## src/rtl/main_memory_interface.sv

```systemverilog
// rtl/main_memory_interface.sv - cache line fill/writeback engine toward a word-wide main memory
// Splits one line request into CACHE_WORDS word transfers, then holds MEM_RESP until the cache drops its request.
module main_memory_interface #(
   parameter int DATA_WIDTH        = 32,
   parameter int ADDRESS_BITS      = 32,
   parameter int CACHE_OFFSET_BITS = 2,
   parameter int MSG_BITS          = 4,
   localparam int CACHE_WORDS      = 1 << CACHE_OFFSET_BITS,
   localparam int CACHE_WIDTH      = DATA_WIDTH * CACHE_WORDS
) (
   input  logic                    clock,
   input  logic                    reset,
   input  logic [MSG_BITS-1:0]     cache2mem_msg,
   input  logic [ADDRESS_BITS-1:0] cache2mem_address,
   input  logic [CACHE_WIDTH-1:0]  cache2mem_data,
   output logic [MSG_BITS-1:0]     mem2cache_msg,
   output logic [ADDRESS_BITS-1:0] mem2cache_address,
   output logic [CACHE_WIDTH-1:0]  mem2cache_data,
   output logic                    mem_intf_busy,
   output logic [ADDRESS_BITS-1:0] mem_intf_address,
   output logic                    mem_intf_address_valid,
   output logic                    mem_read,
   output logic                    mem_write,
   output logic [ADDRESS_BITS-1:0] mem_address,
   output logic [DATA_WIDTH-1:0]   mem_write_data,
   input  logic [DATA_WIDTH-1:0]   mem_read_data,
   input  logic                    mem_ready
);

   localparam logic [MSG_BITS-1:0] NO_REQ   = MSG_BITS'(0);
   localparam logic [MSG_BITS-1:0] R_REQ    = MSG_BITS'(1);
   localparam logic [MSG_BITS-1:0] WB_REQ   = MSG_BITS'(2);
   localparam logic [MSG_BITS-1:0] MEM_RESP = MSG_BITS'(8);

   typedef enum logic [1:0] {IDLE, READ_LINE, WRITE_LINE, RESPOND} state_t;

   state_t                       state_q;
   logic [CACHE_OFFSET_BITS-1:0] count_q;
   logic [ADDRESS_BITS-1:0]      base_q;
   logic [CACHE_WIDTH-1:0]       buffer_q;
   logic [MSG_BITS-1:0]          msg_q;
   logic [ADDRESS_BITS-1:0]      resp_addr_q;
   logic [CACHE_WIDTH-1:0]       resp_data_q;
   logic                         busy_q;
   logic                         mem_read_q;
   logic                         mem_write_q;
   logic [ADDRESS_BITS-1:0]      mem_addr_q;
   logic [DATA_WIDTH-1:0]        mem_wdata_q;

   logic [CACHE_WIDTH-1:0]       fill_line;
   logic [CACHE_OFFSET_BITS-1:0] next_count;
   logic                         last_word;
   logic [ADDRESS_BITS-1:0]      req_base;

   // Line buffer with the word currently returned from memory merged in.
   always_comb begin
      fill_line = buffer_q;
      fill_line[count_q*DATA_WIDTH +: DATA_WIDTH] = mem_read_data;
   end

   assign next_count = count_q + 1'b1;
   assign last_word  = (count_q == CACHE_OFFSET_BITS'(CACHE_WORDS - 1));
   assign req_base   = cache2mem_address & ~ADDRESS_BITS'(CACHE_WORDS - 1);

   always_ff @(posedge clock or negedge reset) begin
      if (!reset) begin
         state_q     <= IDLE;
         count_q     <= '0;
         base_q      <= '0;
         buffer_q    <= '0;
         msg_q       <= NO_REQ;
         resp_addr_q <= '0;
         resp_data_q <= '0;
         busy_q      <= 1'b0;
         mem_read_q  <= 1'b0;
         mem_write_q <= 1'b0;
         mem_addr_q  <= '0;
         mem_wdata_q <= '0;
      end else begin
         case (state_q)
            IDLE: begin
               if (cache2mem_msg == R_REQ || cache2mem_msg == WB_REQ) begin
                  base_q     <= req_base;
                  count_q    <= '0;
                  busy_q     <= 1'b1;
                  mem_addr_q <= req_base;
                  if (cache2mem_msg == R_REQ) begin
                     state_q    <= READ_LINE;
                     mem_read_q <= 1'b1;
                  end else begin
                     state_q     <= WRITE_LINE;
                     mem_write_q <= 1'b1;
                     buffer_q    <= cache2mem_data;
                     mem_wdata_q <= cache2mem_data[DATA_WIDTH-1:0];
                  end
               end
            end
            READ_LINE, WRITE_LINE: begin
               if (mem_ready) begin
                  if (state_q == READ_LINE) buffer_q <= fill_line;
                  if (last_word) begin
                     state_q     <= RESPOND;
                     mem_read_q  <= 1'b0;
                     mem_write_q <= 1'b0;
                     msg_q       <= MEM_RESP;
                     resp_addr_q <= base_q;
                     resp_data_q <= (state_q == READ_LINE) ? fill_line : buffer_q;
                  end else begin
                     count_q     <= next_count;
                     mem_addr_q  <= base_q | ADDRESS_BITS'(next_count);
                     mem_wdata_q <= buffer_q[next_count*DATA_WIDTH +: DATA_WIDTH];
                  end
               end
            end
            RESPOND: begin
               if (cache2mem_msg == NO_REQ) begin
                  state_q <= IDLE;
                  msg_q   <= NO_REQ;
                  busy_q  <= 1'b0;
               end
            end
            default: state_q <= IDLE;
         endcase
      end
   end

   assign mem2cache_msg          = msg_q;
   assign mem2cache_address      = resp_addr_q;
   assign mem2cache_data         = resp_data_q;
   assign mem_intf_busy          = busy_q;
   assign mem_intf_address       = base_q;
   assign mem_intf_address_valid = busy_q;
   assign mem_read               = mem_read_q;
   assign mem_write              = mem_write_q;
   assign mem_address            = mem_addr_q;
   assign mem_write_data         = mem_wdata_q;

endmodule

```

## config.mk

```make
export PLATFORM = sky130hd
export DESIGN_NAME = main_memory_interface
export DESIGN_NICKNAME = d
export VERILOG_FILES = /design/src/rtl/main_memory_interface.sv
export SDC_FILE = /design/constraint.sdc
export NUM_CORES = 1
export LEC_CHECK = 0
export BUFFER_PORTS_ARGS = -buffer_cell sky130_fd_sc_hd__buf_2
export CAP_MARGIN = 20
export CORE_ASPECT_RATIO = 0.75
export CORE_MARGIN = 3
export CORE_UTILIZATION = 30
export DETAILED_ROUTE_END_ITERATION = 8
export GPL_ROUTABILITY_DRIVEN = 0
export HOLD_SLACK_MARGIN = 0.08
export PLACE_DENSITY = 0.49
export SLEW_MARGIN = 0
export SYNTH_ARGS = -nofsm -noshare
export SYNTH_HDL_FRONTEND = slang
export SYNTH_SLANG_ARGS = --single-unit
```

## constraint.sdc

```tcl
create_clock -name clock -period 3.13 [get_ports clock]
set_input_delay 0.313 -clock clock [delete_from_list [all_inputs] [get_ports clock]]
set_output_delay 0.313 -clock clock [all_outputs]
set_load 0.02 [all_outputs]
```

==> metrics.csv <==
stage;metric;value;unit
worst_setup_path;reg-to-reg critical path endpoint;buffer_q[14];
cells_and_area;synthesis-to-finish area growth;36.30;%
synthesis;ys async rst share;100.0;%
synthesis;Synth cell types;47;
timing;Slew Limit Fails;0;
worst_setup_path;Crit path largest cell delay;0.54;ns
grt;first-pass GRT wire length;106900;um
die;Core Area;58010;sq um
synthesis;sequential-to-total area share from yosys stat;54.40;%
route;Routed Antenna Nets;0;
power;Leak;11.23;nW
synthesis;Main synth FF type;dfrtp_1;
die;Initial Utilization;30.61;%
route;Detailed Route WL;72180;um
cts;Post-CTS Setup Bufs;0;
grt;vias in the first global route;16307;
placement;placed wire-length estimate;47920;um
route;Avg WL per Cell;23.80;um
cts;Clock Sinks;386;
synthesis;Synth Area in Simple Gates;10.72;%
worst_setup_path;worst-path cell with the longest stage delay;dlygate4sd3_1;
worst_setup_path;Buf/Inv on CP;3;
synthesis;Yosys reg bits;386;
synthesis;mux cell area share after synthesis;11.80;%
min_path;Min-Delay Path Class;in2reg;
worst_setup_path;crit path kind;reg2reg;
die;Die W;286.9;um
timing;setup TNS;0;ns
synthesis;Synth Cell Area;17760;sq um
placement;I/O Buffers;453;
worst_setup_path;CP endpoint;buffer_q[14];
timing;RSZ-0062 raised after global routing;no;
cts;CTS H-tree depth;2;
worst_setup_path;CP Capture Type;register;
synthesis;largest family of logic cells by synthesized area;compound AO/OA/AOI/OAI gates;
synthesis;Yosys warning total;0;
timing;setup violators final;0;
worst_setup_path;critical-path cell list;inv_1 > ha_2 > nor4b_4 > and3_2 > buf_4 > a221o_2 > dlygate4sd3_1;
timing;Slew HR;30.18;%
power;peak supply drop;0.8065;mV
power;cell area power density;1205;nW/um^2
timing;clk_skew;0.02445;ns
cells_and_area;layout cells sized above 1;33.38;%
grt;largest net degree at the start of global routing;85;
placement;Area after DPL;21020;sq um
timing;Tmin final;2.847;ns
synthesis;Area contributors post-synth;dfrtp_1, a221oi_1, mux2_2, nor2_1, mux4_2;
timing;fmax;351.2;MHz
synthesis;number of synthesized flops with an enable pin;0;
die;Die Ht;216.7;um
synthesis;Synth Area in Compound Gates;18.39;%
cells_and_area;Post-Layout Cell Count;3033;
flow_run;max-cap violation count;0;
synthesis;post-synthesis adder-cell area fraction;0.6342;%
route;drt first-iter violations;1517;
cts;Worst-path clk slew;0.07;ns
worst_setup_path;Startpoint Class;register;
cts;TritonCTS Buffers;42;
route;Max Used Layer;met5;
route;final routed DRC violation total;0;
synthesis;share of the synthesized area in the top cell type;54.40;%
cells_and_area;design area;24200;sq um
synthesis;Synth Area in XOR/XNOR;0.04932;%
min_path;hold path start;cache2mem_data[115];
route;DRT Pass-1 Iters;5;
worst_setup_path;Required @ worst endpoint;3.62;ns
route;wire length on met2;33090;um
route;total number of vias;15937;
route;vias per cell;5.255;
worst_setup_path;worst setup path start;count_q[0];
die;# IOs;463;
worst_setup_path;Top Family by Delay on Critical Path;buffers and inverters;
cts;Clock Tree Root;clkbuf_16;
cts;CTS tree;yes;
synthesis;Syn Area/Cell;10.90;sq um
worst_setup_path;Reg2Reg Depth;7;
worst_setup_path;critical path depth in cells;7;
worst_setup_path;launching point of the worst reg2reg path;count_q[0];
cells_and_area;Final Net Count;2425;
synthesis;post-synth top area cell;dfrtp_1;
die;die area;62180;sq um
worst_setup_path;worst-path maximum fanout;19;
worst_setup_path;reg2reg setup slack;0.28;ns
worst_setup_path;critical path arrival;3.34;ns
outcome;status;finished clean;
cts;Clock Path Buffers;3;
route;Metal-1 WL;32380;um
grt;initial antenna violation count;8;
placement;placed cells;2778;
synthesis;Syn Inst Count;1629;
grt;GRT Residual Overflow;0;
route;metal3 WL;5083;um
die;site row count;76;
timing;period utilization;90.97;%
power;Design Power;29.15;mW
grt;GRT Total Usage;22.62;%
timing;Final Hold Vio Count;0;
timing;worst slew pin tran;1.047;ns
cts;Worst-Skew Late Latency;0.57;ns
==> cell type report <==
class / instances / area (sq um)
fill: 5677 / 33800
sequential: 386 / 9663
multi-input combinational: 1094 / 7508
timing repair buffer: 688 / 4599
clock buffer: 58 / 1232
tap: 780 / 975.9
clock inverter: 16 / 186.4
inverter: 5 / 21.27
antenna: 6 / 15.01
==> logic make-up after synthesis <==
family	count (synthesis)
compound gates	456
xor+xnor	1
simple gates	463
mux	158
flops	386
buf+inv	155
fa+ha+maj	9
other cells	1
==> metal layers <==
metal | GRT usage, % | vias up
met1 | 32.07 | 8088
met5 | 0 | -
met4 | 5.478 | 6
li1 | - | 7124
met2 | 35.40 | 616
met3 | 4.721 | 103
==> tightest hold or removal path, delay by kind of cell <==
kind,cells,cell delay (ns)
AO/OA/AOI/OAI,2,0.23
buffers and inverters,1,0.10
==> power breakdown <==
part | switching (mW) | total (mW) | internal (mW)
clock network | 2.13 | 5.21 | 3.08
registers | 1.70 | 9.17 | 7.47
logic | 9.00 | 14.8 | 5.78
==> cells in the mapped netlist, types with 2 or more instances <==
cell type and count:
nand2_1 166, dfrtp_1 386, nand4_1 2, a221oi_1 128, buf_4 8, a22o_1 2
nor2_1 234, nand3_1 4, nand2b_1 3, mux2i_1 35, buf_8 3, nor2b_1 42
a21oi_1 91, buf_6 4, a21boi_0 2, o2bb2ai_1 30, clkbuf_1 99, inv_1 4
ha_1 9, buf_2 26, a22oi_4 3, o21ai_1 13, mux4_2 32, o21ai_0 108
a22oi_1 29, buf_1 10, mux2_2 91, a31oi_1 3, a221o_2 20, a221o_1 20
and3_1 4, nor3_1 3
==> registers in the layout, indices dropped and copies added (netlist names) <==
name and count:
buffer_q 128, mem2cache_data 128, mem_write_data 32, mem_address 31, mem2cache_address 30, mem_intf_address 30
state_q 2, count_q 1, mem2cache_msg 1, mem_intf_address_valid 1, mem_read 1, mem_write 1
==> placed cells by master, fill, tap and decap left out, types with 4 or more instances in the layout <==
master           n
buf_2          452
dfrtp_1        385
nor2_1         232
dlygate4sd3_1  175
nand2_1        161
a221oi_1       128
o21ai_0        108
mux2_2          91
a21oi_1         91
buf_4           51
clkbuf_16       43
nor2b_1         42
mux2i_1         35
mux4_2          32
o2bb2ai_1       30
a22oi_1         29
a221o_1         20
a221o_2         20
o21ai_1         13
clkbuf_8        10
clkinv_2        10
buf_12           8
ha_1             7
conb_1           7
diode_2          6
nand2_2          5
clkbuf_1         5
inv_1            4
bufinv_16        4
==> what timing repair did <==
item | 4_1_cts | 5_1_grt
resized for setup | 0 | 0
endpoints found under the hold margin | 239 | 0
hold buffers | 175 | 0
==> stage by stage <==
stage               worst slack [ns]  hold slack (ns)  util (%)
finish                        0.2825           0.1178     41.72
global route                  0.1650           0.1047     41.71
CTS                           0.2885          0.08023     41.70
detailed placement            0.4519           0.4016     36.23
global placement              0.5195           0.4029     36.18
floorplan                     0.1513          0.01741         -
==> worst min path at each step <==
stage	endpoint	slack [ns]	cells after the start
detailed placement	mem2cache_data[102]	0.40	1
floorplan	buffer_q[0]	0.02	0
global route	buffer_q[70]	0.10	3
finish	buffer_q[115]	0.12	3
CTS	buffer_q[6]	0.08	2
global placement	mem2cache_data[102]	0.40	1
Note: power is estimated with default switching activity, not from simulation.
